==> src/rtl/keypad_entry_scanner.sv <==
// keypad_entry_scanner: matrix keypad scanner with debounce, keymap decode and digit-entry buffer.
// Define KEYPAD_BACKSPACE_EN to make * delete the newest digit instead of clearing the entry.
module keypad_entry_scanner #(
    parameter int ROWS = 4,
    parameter int COLS = 3,
    parameter int MAX_DIGITS = 20,
    parameter int SETTLE_CYC = 2,
    parameter int DEBOUNCE_CYC = 50,
    parameter int TIMEOUT_CYC = 5000,
    parameter logic [ROWS*COLS*4-1:0] KEYMAP = 48'hB0A987654321
) (
    input  logic                            clk,
    input  logic                            rst,
    input  logic                            enable,
    input  logic [COLS-1:0]                 col_n,
    output logic [ROWS-1:0]                 row_n,
    output logic [4*MAX_DIGITS-1:0]         digits,
    output logic [$clog2(MAX_DIGITS+1)-1:0] digit_count,
    output logic                            key_valid,
    output logic [3:0]                      key_code,
    output logic                            entry_valid,
    output logic [1:0]                      entry_status
);
    // dwell covers the settle time plus the two synchroniser stages, so the sample belongs to this row
    localparam int DWELL = SETTLE_CYC + 2;
    localparam int RW = $clog2(ROWS);
    localparam int CW = $clog2(COLS);
    localparam int SW = $clog2(DWELL);
    localparam int DW = $clog2(DEBOUNCE_CYC + 1);
    localparam int TW = $clog2(TIMEOUT_CYC + 1);
    localparam int NW = $clog2(MAX_DIGITS + 1);
    localparam int BW = 4 * MAX_DIGITS;
`ifdef KEYPAD_BACKSPACE_EN
    localparam bit BACKSPACE = 1'b1;
`else
    localparam bit BACKSPACE = 1'b0;
`endif

    typedef enum logic [2:0] {SCAN, DEBOUNCE, DECODE, RELEASE, TOUT} state_t;
    state_t state, nstate;

    logic [COLS-1:0] col_s1, col_s, key_cols;
    logic [RW-1:0]   row;
    logic [CW-1:0]   cidx;
    logic [SW-1:0]   scnt;
    logic [DW-1:0]   dcnt;
    logic [TW-1:0]   tcnt;
    logic [BW-1:0]   buffer;
    logic [NW-1:0]   count;
    logic            ovf;
    logic [3:0]      code_new;

    wire last_dwell = scnt == SW'(DWELL - 1);
    wire single     = $onehot(~col_s);
    wire stable     = col_s == ~key_cols;
    wire released   = &col_s;
    wire deb_done   = dcnt == DW'(DEBOUNCE_CYC - 1);
    wire timed_out  = count != '0 && tcnt == TW'(TIMEOUT_CYC - 1);
    wire is_digit   = code_new <= 4'd9;
    wire ends_entry = key_code == 4'hB || (!BACKSPACE && key_code == 4'hA);

    always_comb begin
        cidx = '0;
        for (int i = 0; i < COLS; i++) if (key_cols[i]) cidx = CW'(i);
        code_new = KEYMAP[4*(int'(row)*COLS + int'(cidx)) +: 4];
    end

    always_ff @(posedge clk or posedge rst)
        if (rst) state <= SCAN;
        else state <= enable ? nstate : SCAN;

    always_comb begin
        nstate = state;
        case (state)
            SCAN:     nstate = timed_out ? TOUT : (last_dwell && single) ? DEBOUNCE : SCAN;
            DEBOUNCE: nstate = !stable ? SCAN : deb_done ? DECODE : DEBOUNCE;
            DECODE:   nstate = RELEASE;
            RELEASE:  nstate = (released && deb_done) ? SCAN : RELEASE;
            default:  nstate = SCAN;
        endcase
    end

    always_comb begin
        row_n        = ~(ROWS'(1) << row);
        key_valid    = state == DECODE;
        entry_valid  = state == TOUT || (state == DECODE && ends_entry);
        entry_status = !entry_valid ? 2'd0 : state == TOUT ? 2'd2 : key_code == 4'hA ? 2'd1 : ovf ? 2'd3 : 2'd0;
        digits       = state == TOUT ? {MAX_DIGITS{4'hE}} : buffer;
        digit_count  = count;
    end

    always_ff @(posedge clk or posedge rst) begin
        if (rst) begin
            {col_s, col_s1} <= '1;
            {row, scnt, dcnt, tcnt, count, ovf, key_cols} <= '0;
            buffer   <= '1;
            key_code <= 4'hF;
        end else if (!enable) begin
            {col_s, col_s1} <= '1;
            {row, scnt, dcnt, tcnt, count, ovf, key_cols} <= '0;
            buffer   <= '1;
            key_code <= 4'hF;
        end else begin
            col_s1 <= col_n;
            col_s  <= col_s1;
            case (state)
                SCAN: begin
                    scnt <= last_dwell ? '0 : scnt + 1'b1;
                    tcnt <= count != '0 ? tcnt + 1'b1 : tcnt;
                    if (nstate == DEBOUNCE) key_cols <= ~col_s;
                    else if (last_dwell) row <= (row == RW'(ROWS - 1)) ? '0 : row + 1'b1;
                end
                DEBOUNCE: begin
                    dcnt <= nstate == DEBOUNCE ? dcnt + 1'b1 : '0;
                    if (nstate == DECODE) begin
                        key_code <= code_new;
                        if (is_digit && count == NW'(MAX_DIGITS)) ovf <= 1'b1;
                        else if (is_digit) begin
                            buffer <= {buffer[BW-5:0], code_new};
                            count  <= count + 1'b1;
                        end else if (BACKSPACE && code_new == 4'hA && count != '0) begin
                            buffer <= {4'hF, buffer[BW-1:4]};
                            count  <= count - 1'b1;
                        end
                    end
                end
                DECODE: begin
                    tcnt <= '0;
                    if (ends_entry) begin
                        buffer <= '1;
                        count  <= '0;
                        ovf    <= 1'b0;
                    end
                end
                RELEASE: dcnt <= (nstate == SCAN || !released) ? '0 : dcnt + 1'b1;
                default: begin
                    tcnt   <= '0;
                    buffer <= '1;
                    count  <= '0;
                    ovf    <= 1'b0;
                end
            endcase
        end
    end
endmodule

==> config.mk <==
export PLATFORM = sky130hd
export DESIGN_NAME = keypad_entry_scanner
export DESIGN_NICKNAME = d
export VERILOG_FILES = /design/src/rtl/keypad_entry_scanner.sv
export SDC_FILE = /design/constraint.sdc
export NUM_CORES = 1
export LEC_CHECK = 0
export ABC_AREA = 1
export CAP_MARGIN = 5
export CORE_ASPECT_RATIO = 0.8
export CORE_MARGIN = 2
export CORE_UTILIZATION = 50
export DETAILED_ROUTE_END_ITERATION = 10
export PLACE_DENSITY = 0.71
export SETUP_SLACK_MARGIN = 0.15
export SKIP_CTS_REPAIR_TIMING = 1
export SLEW_MARGIN = 20
export SYNTH_ARGS = -nofsm -noshare
export SYNTH_HDL_FRONTEND = slang
export SYNTH_SLANG_ARGS = --single-unit
==> constraint.sdc <==
create_clock -name clk -period 5.6 [get_ports clk]
set_input_delay 0.56 -clock clk [delete_from_list [all_inputs] [get_ports clk]]
set_output_delay 0.56 -clock clk [all_outputs]
set_load 0.01 [all_outputs]
==> impl_metrics.ini, run 1 <==
[global_routing]
grt_usage = 0.225
gr-total-overflow = 0
grt_pass1_wl_um = 24100
grt_pass1_vias = 4942
grt_max_degree = 92
antenna_found_initial = 0

[sta]
worst_hold_slack_ns = 0.482
fin_tns_setup_ns = 0
slew_headroom = 0.365
tightest_slew_ns = 0.952
finalHoldViolCount = 0
drv_slew = 0
rsz0062_at_grt = no
clock-skew-final_ns = 0.00691
max_freq_ghz = 0.267
period_share = 0.670
finalSetupViolCount = 0
post-route-min-period_ns = 3.75

[power]
p_leak_nw = 3.95
power_mw = 2.16
peakVddDrop_uv = 227
cellPowerDensity_nw_per_um2 = 270

[clocking]
clockRootBuffer = clkbuf_16
cts_sinks = 125
clock_latency_ns = 0.42
htree_levels = 4
clk_pin_slew_ns = 0.06
cts_buffer_depth = 2
cts_buffers = 17
cts_tree = built

[worst_setup_path]
cp_slowest_stage_delay_ns = 0.70
endpoint = buffer[0]$_DFFE_PP1P_
worstPathArrival_ns = 4.09
crit_family = adder cells
cp_slowest_cell = nand2_4
reg2regPathDepth = 15
crit_chain = inv_1 -> fa_1 -> inv_1 -> ha_1 -> fa_1 -> inv_1 -> nand2_1 -> o22ai_1 -> inv_1 -> a21oi_1 -> nor2_1 -> nand2_2 -> nand2_4 -> o21ai_0 -> o21ai_1
worstSetupPathType = reg -> reg
worstReg2RegStart = row[1]$_DFFE_PP0P_
rrSetupSlack_ns = 1.85
crit_required_ns = 5.94
worstPathMaxFanout = 91
cp_common_cell = inv_1
reg2reg_to = buffer[0]$_DFFE_PP1P_
startpoint = row[1]$_DFFE_PP0P_
cp.depth = 15
end_kind = flop
crit_buf_inv = 4
critPathLaunchType = flop

[synth]
yosysWarnings = 0
netlist_instances = 774
synth_cell_types = 34
ys_top_cells_by_area = dfstp_2 (37%), dfrtp_1 (14%), nor2_1 (8.5%), inv_1 (8.0%), nand2_1 (7.3%)
ys_ff_latch = 125
mappedNetlistNets = 798
synth_area_per_cell_um2 = 8.19
seq_area_frac_synth = 0.511
synth.largest_area_cell = dfstp_2
netlist.area_leader.share = 0.373
synth_area_um2 = 6340

[placement]
place_congestion = 0.872
dpl-instance-area_um2 = 7400
port_buffers = 102
dp_hpwl_um = 9590
dp_cells = 1021

[floorplan]
die_area_um2 = 13600
design.core.area_um2 = 12300
boundaryPins = 103
start_util = 0.516
die_h_um = 105
rows = 36
die_w_um = 130

[worst_hold_path]
hold_path.class = reg -> reg

[outcome]
outcome = completed

[drt]
drc = 0
via_per_inst = 5.00
drt-total-wl_um = 14700
postRouteAntennaNets = 0
drt-wirelength-per-cell_um = 14.0
drt_pass1_iterations = 5
vias = 5269
drtIter0Drc = 551

[finish]
fillerInstances = 1021
stdcell_area_um2 = 8000
nets = 893
multi_input_area_um2 = 2380
area_delta_synth_final_pct = 26.1
stdcell_count = 1053
seqCellArea_um2 = 3240
drive_gt1_frac = 0.180
antenna_cells = 0

[flow_run]
maxCapViolCount = 0
-- Yosys cell counts --
cell / instances
a211oi_1: 1
a21boi_0: 1
a21oi_1: 85
a21oi_2: 11
a31oi_1: 1
buf_2: 7
buf_6: 10
buf_8: 1
clkbuf_1: 10
dfrtp_1: 35
dfstp_2: 90
fa_1: 3
ha_1: 15
inv_1: 135
inv_2: 5
nand2_1: 124
nand2_2: 4
nand2_4: 1
nand3_1: 25
nand3b_1: 2
nand4_1: 4
nor2_1: 144
nor2_4: 4
nor3_1: 6
nor3b_1: 1
nor4_1: 1
o211ai_1: 1
o21ai_0: 16
o21ai_1: 9
o22ai_1: 5
o31ai_1: 2
or2_2: 9
xnor2_1: 2
xor2_1: 4
-- layer usage --
metal  up-vias  routed length [um]  GRT usage
met5         -                   0          0
met4         0                 156     0.0791
met3        19                 799     0.0614
met2       179                6590      0.320
met1      2499                7140      0.330
li1       2572                   -          -
-- report_power, final --
group | leakage, nW | switching (mW) | internal, mW | total [mW]
Combinational | 2.23 | 0.0823 | 0.0384 | 0.121
Clock | 0.280 | 0.401 | 0.698 | 1.10
Sequential | 1.43 | 0.0116 | 0.925 | 0.936
Total | 3.95 | 0.495 | 1.66 | 2.16
-- cells in the final DEF (no fill, tap or decap) --
| master | Yosys | final |
|---|---|---|
| nor2_1 | 144 | 144 |
| inv_1 | 135 | 134 |
| nand2_1 | 124 | 123 |
| clkdlybuf4s50_1 | 0 | 102 |
| dfstp_2 | 90 | 90 |
| a21oi_1 | 85 | 85 |
| dfrtp_1 | 35 | 35 |
| nand3_1 | 25 | 25 |
| clkbuf_16 | 0 | 17 |
| o21ai_0 | 16 | 16 |
| ha_1 | 15 | 15 |
| a21oi_2 | 11 | 11 |
| o21ai_1 | 9 | 9 |
| or2_2 | 9 | 9 |
| nor3_1 | 6 | 6 |
| o22ai_1 | 5 | 5 |
| inv_2 | 5 | 5 |
| clkinvlp_4 | 0 | 5 |
| nor2_4 | 4 | 4 |
| nand2_2 | 4 | 4 |
| xor2_1 | 4 | 4 |
| nand4_1 | 4 | 4 |
| clkbuf_8 | 0 | 4 |
| fa_1 | 3 | 3 |
| clkinv_2 | 0 | 3 |
| xnor2_1 | 2 | 2 |
| nand2_4 | 1 | 2 |
| nand3b_1 | 2 | 2 |
| o31ai_1 | 2 | 2 |
| bufinv_16 | 0 | 2 |
| buf_4 | 0 | 2 |
| a21boi_0 | 1 | 1 |
| nor4_1 | 1 | 1 |
| inv_4 | 0 | 1 |
| o211ai_1 | 1 | 1 |
| nor3b_1 | 1 | 1 |
| a31oi_1 | 1 | 1 |
| a211oi_1 | 1 | 1 |
| clkbuf_1 | 10 | 1 |
-- stage by stage --
| stage | util | worst slack (ns) |
|---|---|---|
| after floorplan | - | 1.86 |
| after global placement | 0.601 | 2.10 |
| after detailed placement | 0.601 | 1.89 |
| after CTS | 0.650 | 1.68 |
| after global routing | 0.650 | 1.52 |
| final | 0.650 | 1.85 |
-- flip-flops by register name, summed over array words and instances, names as in the netlist --
name and flops:
tcnt 13, col_s1 3, state 3, ovf 1
col_s 3, buffer 80, dcnt 6, scnt 2
key_cols 3, row 2, key_code 4, digit_count 5
-- layout make-up --
cell class / instances / area share
clock buffer: 22 / 0.0605
clock inverter: 10 / 0.0141
inverter: 140 / 0.0660
multi-input combinational: 481 / 0.298
sequential: 125 / 0.405
tap: 171 / 0.0268
timing repair buffer: 104 / 0.130
-- how the worst min path moves through the flow --
stage                            from                      to  slack [ns]  cells past startpoint
6_report       buffer[44]$_DFFE_PP1P_  buffer[48]$_DFFE_PP1P_        0.48                      2
5_1_grt        buffer[20]$_DFFE_PP1P_  buffer[24]$_DFFE_PP1P_        0.50                      2
4_1_cts        buffer[52]$_DFFE_PP1P_  buffer[56]$_DFFE_PP1P_        0.48                      2
3_5_place_dp   buffer[52]$_DFFE_PP1P_  buffer[56]$_DFFE_PP1P_        0.47                      2
3_3_place_gp   buffer[40]$_DFFE_PP1P_  buffer[44]$_DFFE_PP1P_        0.47                      2
2_1_floorplan     scnt[0]$_DFFE_PP0P_     scnt[0]$_DFFE_PP0P_        0.46                      1
-- logic make-up (layout without fill, tap and decap cells) --
logic type / Yosys count / in the layout / share of synthesized area
AOI/OAI and AO/OA: 132 / 132 / 0.114
xor gates and xnor gates: 6 / 6 / 0.00829
and+or+nand+nor: 325 / 325 / 0.213
buffers and inverters: 168 / 276 / 0.114
DFF: 125 / 125 / 0.511
adders and majority gates: 18 / 18 / 0.0391
-- worst register-to-register path: stages, from the launching register on --
cell	delay (ns)
dfrtp_1	0.43
inv_1	0.13
fa_1	0.53
inv_1	0.05
ha_1	0.20
fa_1	0.56
inv_1	0.07
nand2_1	0.10
o22ai_1	0.10
inv_1	0.10
a21oi_1	0.08
nor2_1	0.12
nand2_2	0.10
nand2_4	0.70
o21ai_0	0.26
o21ai_1	0.14
(Power assumes the default switching activity.)
==> run 2, diff against run 1 <==
==> constraint.sdc (replaced) <==
create_clock -name clk -period 3.5 [get_ports clk]
set_input_delay 0.35 -clock clk [delete_from_list [all_inputs] [get_ports clk]]
set_output_delay 0.35 -clock clk [all_outputs]
set_load 0.01 [all_outputs]
==> impl_metrics.ini, run 2 (synthesized netlist as in run 1, its figures left out) <==
[finish]
nets = 901
reg_top3 = buffer (80), tcnt (13), dcnt (6)
area_delta_synth_final_pct = 28.7
regMostFlops = buffer
largest_reg_flops = 80
fillerInstances = 1003
stdcell_area_um2 = 8160
final_cell_mix = nor2_1 (144), inv_1 (134), nand2_1 (123)
drive_gt1_frac = 0.191
antenna_cells = 0
layout_commonest_cell = nor2_1

[sta]
max_freq_ghz = 0.308
slew_headroom = 0.459
post-route-min-period_ns = 3.24
clock-skew-final_ns = 0.00702
tightest_slew_ns = 0.811
period_share = 0.926
worst_hold_slack_ns = 0.278
finalHoldViolCount = 0
fin_tns_setup_ns = 0
drv_slew = 0
rsz0062_at_grt = yes
finalSetupViolCount = 0

[drt]
via_per_inst = 4.97
drt-wirelength-per-cell_um = 14.0
drtIter0Drc = 467
drt_pass1_iterations = 5
drt-total-wl_um = 14900
postRouteAntennaNets = 0
vias = 5273
drc = 0

[worst_setup_path]
cp_common_cell = inv_1
worstPathMaxFanout = 79
end_kind = flop
crit_chain = inv_1 -> fa_1 -> inv_1 -> ha_1 -> fa_1 -> inv_1 -> nand2_1 -> o22ai_1 -> inv_1 -> a21oi_1 -> nor2_1 -> nand2_2 -> nor2_4 -> buf_12 -> a21oi_1
worstReg2RegStart = row[0]$_DFFE_PP0P_
cp_slowest_cell = fa_1
crit_family = adder cells
critPathLaunchType = flop
startpoint = row[0]$_DFFE_PP0P_
worstPathArrival_ns = 3.57
crit_required_ns = 3.83
worstSetupPathType = reg -> reg
cp_slowest_stage_delay_ns = 0.56
crit_buf_inv = 5

[worst_hold_path]
hold_path.class = in -> async

[floorplan]
die_area_um2 = 13600
design.core.area_um2 = 12300
die_h_um = 105
start_util = 0.516
rows = 36
die_w_um = 130
boundaryPins = 103

[clocking]
clk_pin_slew_ns = 0.06
cts_tree = built
cts_sinks = 125
clockRootBuffer = clkbuf_16
cts_buffer_depth = 2
htree_levels = 4
cts_buffers = 17
clock_latency_ns = 0.42

[flow_run]
maxCapViolCount = 0

[global_routing]
grt_usage = 0.225
grt_pass1_wl_um = 24300
grt_max_degree = 111
gr-total-overflow = 0
grt_pass1_vias = 5083
antenna_found_initial = 0

[power]
power_mw = 3.57
p_switching_mw = 0.812
cellPowerDensity_nw_per_um2 = 438
p_int_mw = 2.76
p_seq_frac = 0.419
clockPowerShare = 0.521
peakVddDrop_uv = 317
sw_frac_of_total = 0.227
p_comb_frac = 0.060
p_leak_nw = 4.03

[placement]
port_buffers = 102
dp_hpwl_um = 9680
place_congestion = 0.806
dpl-instance-area_um2 = 7470

[outcome]
outcome = completed
[run 2: cell types whose count changed in the layout (fill, tap and decap cells not counted), moves of 2 or more]
| cell | before | now |
|---|---|---|
| clkinvlp_4 | 5 | 2 |
| buf_4 | 2 | 6 |
| inv_6 | 0 | 2 |
| clkbuf_16 | 17 | 19 |
| clkbuf_8 | 4 | 2 |
| buf_12 | 0 | 2 |
| clkinv_4 | 0 | 3 |
[run 2: cell type report]
type	instances	area, um2	share of cell area
clock inverter	12	156	0.0192
timing repair buffer	112	1160	0.142
sequential	125	3240	0.397
inverter	140	529	0.0649
tap	171	214	0.0262
multi-input combinational	481	2380	0.292
clock buffer	20	478	0.0586
[run 2: worst paths after layout]
kind,end,slack (ns),cells after the start
worst max register to register,buffer[57]$_DFFE_PP1P_,0.26,15
max in group asynchronous,buffer[42]$_DFFE_PP1P_,2.35,3
worst min-delay path,key_cols[0]$_DFFE_PP0P_,0.28,2
worst min register to register,buffer[24]$_DFFE_PP1P_,0.48,2
worst max-delay path,buffer[57]$_DFFE_PP1P_,0.26,15
min in group clk,buffer[24]$_DFFE_PP1P_,0.48,2
[run 2: stage by stage]
stage / cells / worst slack, ns / util
2_1_floorplan: 774 / 0.626 / -
3_3_place_gp: 1026 / 0.432 / 0.608
3_5_place_dp: 1026 / 0.289 / 0.608
4_1_cts: 1058 / 0.252 / 0.659
5_1_grt: 1061 / 0.136 / 0.664
6_report: 1061 / 0.257 / 0.664
[run 2: worst register-to-register path, stage by stage, from the launching register on]
cell,delay (ns)
dfrtp_1,0.39
inv_1,0.14
fa_1,0.55
inv_1,0.04
ha_1,0.20
fa_1,0.56
inv_1,0.06
nand2_1,0.12
o22ai_1,0.10
inv_1,0.09
a21oi_1,0.08
nor2_1,0.12
nand2_2,0.10
nor2_4,0.11
buf_12,0.33
a21oi_1,0.17
[run 2: routing by layer]
| metal | routed length [um] | GRT usage | part of all wire | up-vias |
|---|---|---|---|---|
| li1 | - | - | - | 2592 |
| met1 | 7100 | 0.321 | 0.48 | 2517 |
| met2 | 6870 | 0.338 | 0.46 | 153 |
| met3 | 782 | 0.0625 | 0.053 | 11 |
| met4 | 119 | 0.0561 | 0.0080 | 0 |
| met5 | 0 | 0 | 0 | - |
[run 2: power by group through the flow]
stage	logic, mW	clock network, mW	registers, mW
5_1_grt	0.240	1.96	1.50
4_1_cts	0.202	1.89	1.50
3_3_place_gp	0.195	0	1.52
2_1_floorplan	0.141	0	1.52
6_report	0.213	1.86	1.50
3_5_place_dp	0.201	0	1.52
==> run 3, diff against run 2 <==
--- a/config.mk
+++ b/config.mk
@@ -11,7 +11,7 @@
 export CORE_MARGIN = 2
 export CORE_UTILIZATION = 50
 export DETAILED_ROUTE_END_ITERATION = 10
-export PLACE_DENSITY = 0.71
+export PLACE_DENSITY = 0.75
 export SETUP_SLACK_MARGIN = 0.15
 export SKIP_CTS_REPAIR_TIMING = 1
 export SLEW_MARGIN = 20
==> constraint.sdc (replaced) <==
create_clock -name clk -period 3.5 [get_ports clk]
set_input_delay 0.35 -clock clk [delete_from_list [all_inputs] [get_ports clk]]
set_output_delay 0.35 -clock clk [all_outputs]
set_load 0.02 [all_outputs]
==> impl_metrics.ini, run 3 (synthesized netlist as in run 1, its figures left out) <==
[worst_setup_path]
worstReg2RegStart = row[1]$_DFFE_PP0P_
crit_required_ns = 3.83
worstPathMaxFanout = 39
reg2reg_to = buffer[19]$_DFFE_PP1P_
worstSetupPathType = reg -> reg
reg2regPathDepth = 15
worstPathArrival_ns = 3.55
end_kind = flop
rrSetupSlack_ns = 0.28
critPathLaunchType = flop

[power]
power_mw = 3.41
peakVddDrop_uv = 321
p_leak_nw = 4.03
cellPowerDensity_nw_per_um2 = 418

[finish]
nets = 904
antenna_cells = 0
stdcell_area_um2 = 8180
stdcell_count = 1064
area_delta_synth_final_pct = 28.9
fillerInstances = 981
fin_util = 0.665
drive_gt1_frac = 0.195
regMostFlops = buffer
reg_top3 = buffer (80), tcnt (13), dcnt (6)
largest_reg_flops = 80
layout_commonest_cell = nor2_1
final_cell_mix = nor2_1 (144), inv_1 (133), nand2_1 (123)

[placement]
place_congestion = 0.829
port_buffers = 102
dp_cells = 1026
pre_cts_slack_ns = 0.151
dp_hpwl_um = 9980
dpl-instance-area_um2 = 7480

[clocking]
clock_latency_ns = 0.41
cts_buffers = 17
cts_sinks = 125
clockRootBuffer = clkbuf_16
htree_levels = 4
clk_pin_slew_ns = 0.06
cts_tree = built
cts_buffer_depth = 2

[floorplan]
rows = 36
die_w_um = 130
die_h_um = 105
start_util = 0.516
die_area_um2 = 13600
design.core.area_um2 = 12300
boundaryPins = 103

[drt]
drt-total-wl_um = 15700
postRouteAntennaNets = 0
drt-wirelength-per-cell_um = 14.8
via_per_inst = 5.05
drt_pass1_iterations = 5
drc = 0
vias = 5372
drtIter0Drc = 458

[global_routing]
grt_usage = 0.230
grt_pass1_vias = 5172
antenna_found_initial = 0
grt_max_degree = 80
gr-total-overflow = 0
grt_pass1_wl_um = 24900

[sta]
fin_tns_setup_ns = 0
fin_ws_ns = 0.277
clock-skew-final_ns = 0.00995
drv_slew = 0
finalSetupViolCount = 0
tightest_slew_ns = 0.811
post-route-min-period_ns = 3.22
finalHoldViolCount = 0
period_share = 0.921
rsz0062_at_grt = yes
slew_headroom = 0.459
worst_hold_slack_ns = 0.479
max_freq_ghz = 0.310

[worst_hold_path]
whs_path_depth = 2
worstHoldStart = buffer[47]$_DFFE_PP1P_
min_to = buffer[51]$_DFFE_PP1P_
hold_path.class = reg -> reg

[flow_run]
maxCapViolCount = 0

[outcome]
outcome = completed
==> run 3: worst max-delay path, cell delays in order, from the launching register on <==
cell	delay (ns)
dfrtp_2	0.41
inv_1	0.12
fa_1	0.52
inv_1	0.05
ha_1	0.20
fa_2	0.57
inv_1	0.05
nand2_1	0.10
o22ai_1	0.09
inv_1	0.10
a21oi_1	0.09
nor2_1	0.13
nand2_2	0.14
nor2_4	0.19
clkbuf_16	0.28
a21oi_1	0.11
==> run 3: worst max-delay path by stage <==
stage	slack [ns]	startpoint	cells after the start	end
floorplan	0.63	row[0]$_DFFE_PP0P_	16	buffer[2]$_DFFE_PP1P_
global placement	0.30	row[0]$_DFFE_PP0P_	13	buffer[11]$_DFFE_PP1P_
detailed placement	0.15	row[0]$_DFFE_PP0P_	16	buffer[26]$_DFFE_PP1P_
CTS	0.12	row[0]$_DFFE_PP0P_	16	buffer[26]$_DFFE_PP1P_
global route	0.12	row[1]$_DFFE_PP0P_	15	buffer[19]$_DFFE_PP1P_
finish	0.28	row[1]$_DFFE_PP0P_	15	buffer[19]$_DFFE_PP1P_
==> run 3: per-layer routing <==
layer | vias to the layer above | routed length [um] | global-route usage
met5 | - | 0 | 0
met4 | 0 | 140 | 0.0630
met3 | 10 | 897 | 0.0543
met2 | 181 | 7460 | 0.352
met1 | 2582 | 7200 | 0.327
li1 | 2599 | - | -
==> run 3: cell type report <==
| cell class | instances | area (um2) | area share |
|---|---|---|---|
| Multi-Input combinational cell | 482 | 2400 | 0.294 |
| Inverter | 140 | 529 | 0.0647 |
| Clock inverter | 10 | 87.6 | 0.0107 |
| Sequential cell | 125 | 3240 | 0.396 |
| Clock buffer | 22 | 484 | 0.0592 |
| Tap cell | 171 | 214 | 0.0262 |
| Timing Repair Buffer | 114 | 1220 | 0.149 |
==> run 3: power by group <==
part / leakage, nW / switching [mW] / total [mW] / internal (mW)
clock network: 0.278 / 0.636 / 1.68 / 1.05
logic: 2.32 / 0.150 / 0.233 / 0.0821
registers: 1.43 / 0.0187 / 1.50 / 1.48
total: 4.03 / 0.805 / 3.41 / 2.61
